[src/rtl/fc_data_mover_nlane_pkg.sv]
// fc_pkg: FSM state encodings and lane slicing shared by the FC data mover.
package fc_pkg;
  localparam logic [2:0] S_IDLE  = 3'd0;
  localparam logic [2:0] S_READ  = 3'd1;
  localparam logic [2:0] S_DRAIN = 3'd2;
  localparam logic [2:0] S_WRITE = 3'd3;
  localparam logic [2:0] S_DONE  = 3'd4;
  // Lane 0 owns the most significant element of a BRAM word.
  function automatic int slice_lo(input int k, input int n, input int w);
    return (n - k - 1) * w;
  endfunction
endpackage

[src/rtl/fc_data_mover_nlane_if.sv]
// fc_data_mover_nlane_if: single-port BRAM bus; master drives address/controls, slave returns q.
interface fc_data_mover_nlane_if #(parameter int AWIDTH = 12, parameter int DWIDTH = 32);
  logic [AWIDTH-1:0] addr;
  logic ce;
  logic we;
  logic [DWIDTH-1:0] d;
  logic [DWIDTH-1:0] q;
  modport master(output addr, ce, we, d, input q);
  modport slave(input addr, ce, we, d, output q);
endinterface

[src/rtl/fc_data_mover_nlane_mac_lane.sv]
// fc_mac_lane: one multiply-accumulate lane with selectable signed/unsigned products.
module fc_mac_lane #(
  parameter int IN_DATA_WIDTH = 8,
  parameter int ACC_WIDTH = 32
) (
  input  logic clk,
  input  logic reset_n,
  input  logic i_clr,
  input  logic i_valid,
  input  logic i_signed,
  input  logic [IN_DATA_WIDTH-1:0] i_node,
  input  logic [IN_DATA_WIDTH-1:0] i_wegt,
  output logic [ACC_WIDTH-1:0] o_acc
);
  logic signed [2*IN_DATA_WIDTH-1:0] sprod;
  logic [2*IN_DATA_WIDTH-1:0] uprod;
  logic [ACC_WIDTH-1:0] sext;
  logic [ACC_WIDTH-1:0] uext;
  assign sprod = $signed({{IN_DATA_WIDTH{i_node[IN_DATA_WIDTH-1]}}, i_node}) *
                 $signed({{IN_DATA_WIDTH{i_wegt[IN_DATA_WIDTH-1]}}, i_wegt});
  assign uprod = {{IN_DATA_WIDTH{1'b0}}, i_node} * {{IN_DATA_WIDTH{1'b0}}, i_wegt};
  assign sext = ACC_WIDTH'(sprod);
  assign uext = ACC_WIDTH'(uprod);
  always_ff @(posedge clk or negedge reset_n)
    if (!reset_n) o_acc <= '0;
    else if (i_clr) o_acc <= '0;
    else if (i_valid) o_acc <= o_acc + (i_signed ? sext : uext);
endmodule

[src/rtl/fc_data_mover_nlane.sv]
// fc_data_mover_nlane: streams node/weight BRAM words through NUM_LANE MAC lanes and writes each lane result back.
module fc_data_mover_nlane import fc_pkg::*; #(
  parameter int CNT_BIT = 31,
  parameter int NUM_LANE = 4,
  parameter int IN_DATA_WIDTH = 8,
  parameter int ACC_WIDTH = 32,
  parameter int AWIDTH = 12
) (
  input  logic clk,
  input  logic reset_n,
  input  logic i_run,
  input  logic [CNT_BIT-1:0] i_num_cnt,
  input  logic i_signed,
  input  logic [AWIDTH-1:0] i_wr_base,
  output logic o_idle,
  output logic o_read,
  output logic o_write,
  output logic o_done,
  fc_data_mover_nlane_if.master b0,
  fc_data_mover_nlane_if.master b1,
  fc_data_mover_nlane_if.master b2,
  output logic [NUM_LANE*ACC_WIDTH-1:0] o_result
);
  localparam int WW = NUM_LANE > 1 ? $clog2(NUM_LANE) : 1;
  logic [2:0] state, next;
  logic [CNT_BIT-1:0] rd_cnt, num_cnt;
  logic [WW-1:0] wr_cnt;
  logic [AWIDTH-1:0] wr_base;
  logic signed_r, r_valid, accept, last_rd, last_wr;
  logic [ACC_WIDTH-1:0] acc [NUM_LANE];
  assign accept  = state == S_IDLE && i_run;
  assign last_rd = rd_cnt == num_cnt - CNT_BIT'(1);
  assign last_wr = wr_cnt == WW'(NUM_LANE - 1);
  always_comb
    next = state == S_IDLE  ? (i_run ? (i_num_cnt != '0 ? S_READ : S_DONE) : S_IDLE) :
           state == S_READ  ? (last_rd ? S_DRAIN : S_READ) :
           state == S_DRAIN ? S_WRITE :
           state == S_WRITE ? (last_wr ? S_DONE : S_WRITE) : S_IDLE;
  always_ff @(posedge clk or negedge reset_n)
    if (!reset_n) begin
      state   <= S_IDLE;
      rd_cnt  <= '0;
      wr_cnt  <= '0;
      num_cnt <= '0;
      wr_base <= '0;
      signed_r <= 1'b0;
      r_valid <= 1'b0;
    end else begin
      state   <= next;
      r_valid <= state == S_READ;
      rd_cnt  <= accept ? '0 : state == S_READ ? rd_cnt + CNT_BIT'(1) : rd_cnt;
      wr_cnt  <= accept ? '0 : state == S_WRITE ? wr_cnt + WW'(1) : wr_cnt;
      if (accept) begin
        num_cnt  <= i_num_cnt;
        wr_base  <= i_wr_base;
        signed_r <= i_signed;
      end
    end
  for (genvar k = 0; k < NUM_LANE; k++) begin : g_lane
    fc_mac_lane #(.IN_DATA_WIDTH(IN_DATA_WIDTH), .ACC_WIDTH(ACC_WIDTH)) u_lane (
      .clk(clk),
      .reset_n(reset_n),
      .i_clr(accept),
      .i_valid(r_valid),
      .i_signed(signed_r),
      .i_node(b0.q[slice_lo(k, NUM_LANE, IN_DATA_WIDTH) +: IN_DATA_WIDTH]),
      .i_wegt(b1.q[slice_lo(k, NUM_LANE, IN_DATA_WIDTH) +: IN_DATA_WIDTH]),
      .o_acc(acc[k])
    );
    assign o_result[k*ACC_WIDTH +: ACC_WIDTH] = acc[k];
  end
  assign o_idle  = state == S_IDLE;
  assign o_read  = state == S_READ;
  assign o_write = state == S_WRITE;
  assign o_done  = state == S_DONE;
  assign b0.addr = rd_cnt[AWIDTH-1:0];
  assign b0.ce   = o_read;
  assign b0.we   = 1'b0;
  assign b0.d    = '0;
  assign b1.addr = rd_cnt[AWIDTH-1:0];
  assign b1.ce   = o_read;
  assign b1.we   = 1'b0;
  assign b1.d    = '0;
  assign b2.addr = wr_base + AWIDTH'(wr_cnt);
  assign b2.ce   = o_write;
  assign b2.we   = o_write;
  assign b2.d    = acc[wr_cnt];
endmodule

[src/flat_wrapper.sv]
// flat-port wrapper written by rule: the top's interface ports become plain ports
module fc_data_mover_nlane_flat import fc_pkg::*;
#(
  parameter int CNT_BIT = 31,
  parameter int NUM_LANE = 4,
  parameter int IN_DATA_WIDTH = 8,
  parameter int ACC_WIDTH = 32,
  parameter int AWIDTH = 12
)
  (clk, reset_n, i_run, i_num_cnt, i_signed, i_wr_base, o_idle, o_read, o_write, o_done, o_result, b0_addr, b0_ce, b0_we, b0_d, b0_q, b1_addr, b1_ce, b1_we, b1_d, b1_q, b2_addr, b2_ce, b2_we, b2_d, b2_q);
  fc_data_mover_nlane_if #(.AWIDTH(AWIDTH), .DWIDTH(32)) b0_i ();
  fc_data_mover_nlane_if #(.AWIDTH(AWIDTH), .DWIDTH(32)) b1_i ();
  fc_data_mover_nlane_if #(.AWIDTH(AWIDTH), .DWIDTH(32)) b2_i ();
  input  logic clk;
  input  logic reset_n;
  input  logic i_run;
  input  logic [CNT_BIT-1:0] i_num_cnt;
  input  logic i_signed;
  input  logic [AWIDTH-1:0] i_wr_base;
  output logic o_idle;
  output logic o_read;
  output logic o_write;
  output logic o_done;
  output logic [NUM_LANE*ACC_WIDTH-1:0] o_result;
  output wire logic [$bits(b0_i.addr)-1:0] b0_addr;
  output wire logic [$bits(b0_i.ce)-1:0] b0_ce;
  output wire logic [$bits(b0_i.we)-1:0] b0_we;
  output wire logic [$bits(b0_i.d)-1:0] b0_d;
  input wire logic [$bits(b0_i.q)-1:0] b0_q;
  output wire logic [$bits(b1_i.addr)-1:0] b1_addr;
  output wire logic [$bits(b1_i.ce)-1:0] b1_ce;
  output wire logic [$bits(b1_i.we)-1:0] b1_we;
  output wire logic [$bits(b1_i.d)-1:0] b1_d;
  input wire logic [$bits(b1_i.q)-1:0] b1_q;
  output wire logic [$bits(b2_i.addr)-1:0] b2_addr;
  output wire logic [$bits(b2_i.ce)-1:0] b2_ce;
  output wire logic [$bits(b2_i.we)-1:0] b2_we;
  output wire logic [$bits(b2_i.d)-1:0] b2_d;
  input wire logic [$bits(b2_i.q)-1:0] b2_q;
  assign b0_addr = b0_i.addr;
  assign b0_ce = b0_i.ce;
  assign b0_we = b0_i.we;
  assign b0_d = b0_i.d;
  assign b0_i.q = b0_q;
  assign b1_addr = b1_i.addr;
  assign b1_ce = b1_i.ce;
  assign b1_we = b1_i.we;
  assign b1_d = b1_i.d;
  assign b1_i.q = b1_q;
  assign b2_addr = b2_i.addr;
  assign b2_ce = b2_i.ce;
  assign b2_we = b2_i.we;
  assign b2_d = b2_i.d;
  assign b2_i.q = b2_q;
  fc_data_mover_nlane #(.CNT_BIT(CNT_BIT), .NUM_LANE(NUM_LANE), .IN_DATA_WIDTH(IN_DATA_WIDTH), .ACC_WIDTH(ACC_WIDTH), .AWIDTH(AWIDTH)) u_core (.clk(clk), .reset_n(reset_n), .i_run(i_run), .i_num_cnt(i_num_cnt), .i_signed(i_signed), .i_wr_base(i_wr_base), .o_idle(o_idle), .o_read(o_read), .o_write(o_write), .o_done(o_done), .b0(b0_i), .b1(b1_i), .b2(b2_i), .o_result(o_result));
endmodule
[config.mk]
export PLATFORM = sky130hd
export DESIGN_NAME = fc_data_mover_nlane_flat
export DESIGN_NICKNAME = d
export VERILOG_FILES = /design/src/rtl/fc_data_mover_nlane_pkg.sv /design/src/rtl/fc_data_mover_nlane_if.sv /design/src/rtl/fc_data_mover_nlane_mac_lane.sv /design/src/rtl/fc_data_mover_nlane.sv /design/src/flat_wrapper.sv
export SDC_FILE = /design/constraint.sdc
export NUM_CORES = 2
export LEC_CHECK = 0
export BUFFER_PORTS_ARGS = -buffer_cell sky130_fd_sc_hd__buf_2
export CAP_MARGIN = 20
export CORE_MARGIN = 8
export CORE_UTILIZATION = 40
export DETAILED_ROUTE_END_ITERATION = 12
export PLACE_DENSITY = 0.69
export SETUP_SLACK_MARGIN = 0.5
export SKIP_CTS_REPAIR_TIMING = 1
export SLEW_MARGIN = 20
export SYNTH_ARGS = -nofsm -noshare
export SYNTH_HDL_FRONTEND = slang
export SYNTH_HIERARCHICAL = 1
export SYNTH_SLANG_ARGS = --single-unit
[constraint.sdc]
create_clock -name clk -period 3.6 [get_ports clk]
set_input_delay 0.18 -clock clk [delete_from_list [all_inputs] [get_ports clk]]
set_output_delay 0.18 -clock clk [all_outputs]
set_load 0.1 [all_outputs]
==> flow_summary.json <==
{
  "grt_pass1_wl_um": 172000,
  "routed_wirelength_um": 117000,
  "hold_viol": 0,
  "io_buffers": 314,
  "rsz0062_at_grt": "yes",
  "std_cell_rows": 108,
  "yosysUniqueCellTypes": 119,
  "ys_async_sr_fraction_pct": 100,
  "clock_latency_ns": 0.55,
  "viasPerCell": 5.20,
  "dominantRegCellSynth": "dfrtp_1",
  "criticalPathCategory": "in -> reg",
  "timing.final.ws_setup_ns": -2.24,
  "period_share_pct": 162,
  "numCtsBuffers": 25,
  "syn_inst": 3928,
  "clkSinkCount": 209,
  "worst-slew-pin-transition_ns": 0.927,
  "grt_pass1_vias": 32383,
  "crit_top_cell": "fa_1",
  "clock_path_buffers": 3,
  "firstDrtPassIters": 7,
  "die_area_sq_um": 96100,
  "synth-seq-area-share_pct": 15.1,
  "use_met3_pct": 3.93,
  "yosys_warnings": 6,
  "fin_skew_ns": 0.0314,
  "max_stage_delay_ns": 0.55,
  "grt_util_met2_pct": 37.3,
  "netlist.area_leader.share_pct": 20.0,
  "grt.busiest_layer": "met2",
  "use_met1_pct": 29.4,
  "crit_buf_inv": 8,
  "report.final.slew_viol_count": 0,
  "hold_path.class": "in -> reg",
  "h-tree-depth": 1,
  "setup_viol": 106,
  "fp.dieW_um": 310,
  "cp_top_family": "adder cells",
  "core_area_sq_um": 86200,
  "cp_max_fo": 6,
  "root_buffer": "clkbuf_16",
  "min_period_ns": 5.84,
  "area_delta_synth_final_pct": 44.9,
  "max_slew_margin_pct": 38.0,
  "failed_checks": "negative setup slack",
  "outcome": "complete, but fails checks",
  "synthTopCellsByCount": "inv_1, ha_1, fa_1, nand2_1, nor2_1",
  "initial_core_util_pct": 40.1,
  "drc": 0,
  "worst_path_max_delay_cell": "fa_1",
  "gp_congestion": 0.944,
  "die_h_um": 310,
  "cp.required_ns": 4.06,
  "ys_top_cells_by_area": "fa_1, dfrtp_1, ha_1",
  "final_util_pct": 58.1,
  "synth.most_common_cell": "inv_1",
  "crit_path_end_kind": "flop",
  "ys_ff_latch": 209,
  "synth_top_cell_by_area": "fa_1",
  "path_clk_slew_ns": 0.06,
  "worst_setup_path_start_kind": "input port",
  "cts_tree": "done",
  "track_usage_pct": 22.3,
  "synth_area_per_cell_sq_um": 8.80,
  "worstPathArrival_ns": 6.30,
  "fmax_ghz": 0.171,
  "ant_nets": 0,
  "maxCapViolCount": 0,
  "synth_edf_count": 0,
  "first_iter_violations": 1940,
  "syn_area_sq_um": 34600,
  "dr_total_vias": 32529,
  "fin_nets": 5915,
  "avgRoutedWirePerCell_um": 18.8,
  "hpwlAfterDp_um": 93000,
  "overflow": 0,
  "ios": 413,
  "layout-drive-gt1-share_pct": 41.7,
  "antenna_found_initial": 7,
  "grt_max_degree": 100
}
## state kept, by name, summed over array words and instances, names as in the netlist
name                        count
u_core/wr_base                 12
u_core/wr_cnt                   2
u_core/rd_cnt                  31
u_core/g_lane.u_lane/o_acc    128
u_core/r_valid                  1
u_core/state                    3
u_core/signed_r                 1
u_core/num_cnt                 31
## cell families after synthesis
family,Yosys count,share of synthesized area [%]
buf+inv,880,10.7
flops,209,15.1
simple gates,1053,15.5
mux,155,5.88
compound gates,671,13.3
xor+xnor,253,6.41
other cells,1,0.0108
fa+ha+maj,706,33.0
## path summary, 6_finish.rpt
| check | slack, ns | to | depth (start not counted) | startpoint |
|---|---|---|---|---|
| min in group asynchronous | 0.32 | u_core/num_cnt[17] | 2 | reset_n |
| worst max register to register | -0.04 | u_core/g_lane[0].u_lane/o_acc[28] | 12 | u_core/signed_r |
| worst max-delay path | -2.24 | u_core/g_lane[3].u_lane/o_acc[24] | 30 | b1_q[6] |
| max in group asynchronous | 2.46 | u_core/g_lane[2].u_lane/o_acc[8] | 3 | reset_n |
| worst min-delay path | 0.02 | u_core/signed_r | 2 | i_signed |
| worst min register to register | 0.53 | u_core/wr_base[0] | 1 | u_core/wr_base[0] |
## final cells by class
cell class                      instances  area [sq um]
Antenna cell                           11          27.5
Clock buffer                           33           676
Clock inverter                         12           193
Fill cell                            7291         36100
Inverter                              686          2580
Multi-Input combinational cell       2904         30300
Sequential cell                       209          5240
Tap cell                             1155          1450
Timing Repair Buffer                 1240          9610
## stage by stage
stage / std cells / setup WS, ns / instance area, sq um / hold slack, ns / TNS [ns]
finish: 6250 / -2.24 / 50100 / 0.0238 / -161.97
global route: 6239 / -2.44 / 50100 / 0.0195 / -180.56
CTS: 6094 / -2.36 / 45300 / -0.282 / -172.83
detailed placement: 6049 / -2.92 / 44400 / 0.285 / -233.21
global placement: 6049 / -2.83 / 44400 / 0.285 / -226.61
floorplan: 3993 / -2.53 / 36700 / -0.116 / -170.90
## layout by cell type, fill, tap and decap left out, types with 71 or more instances in the layout
master / instances
a21o_1: 71
and2_1: 107
ha_1: 231
dfrtp_1: 205
buf_4: 748
xor2_1: 89
xnor2_1: 124
buf_6: 146
fa_1: 324
ha_4: 122
buf_2: 267
nor2_1: 220
inv_1: 571
nand2_1: 224
a21oi_2: 73
a21oi_1: 91
inv_2: 113
## per-layer routing
layer	share of wire, %	wire [um]
met3	6.4	7460
met1	41	48600
met4	4.0	4680
met5	0	0
met2	48	56500
Power is not shown: default switching activity piles up to over one toggle a cycle in this logic, so the estimate is an artifact.
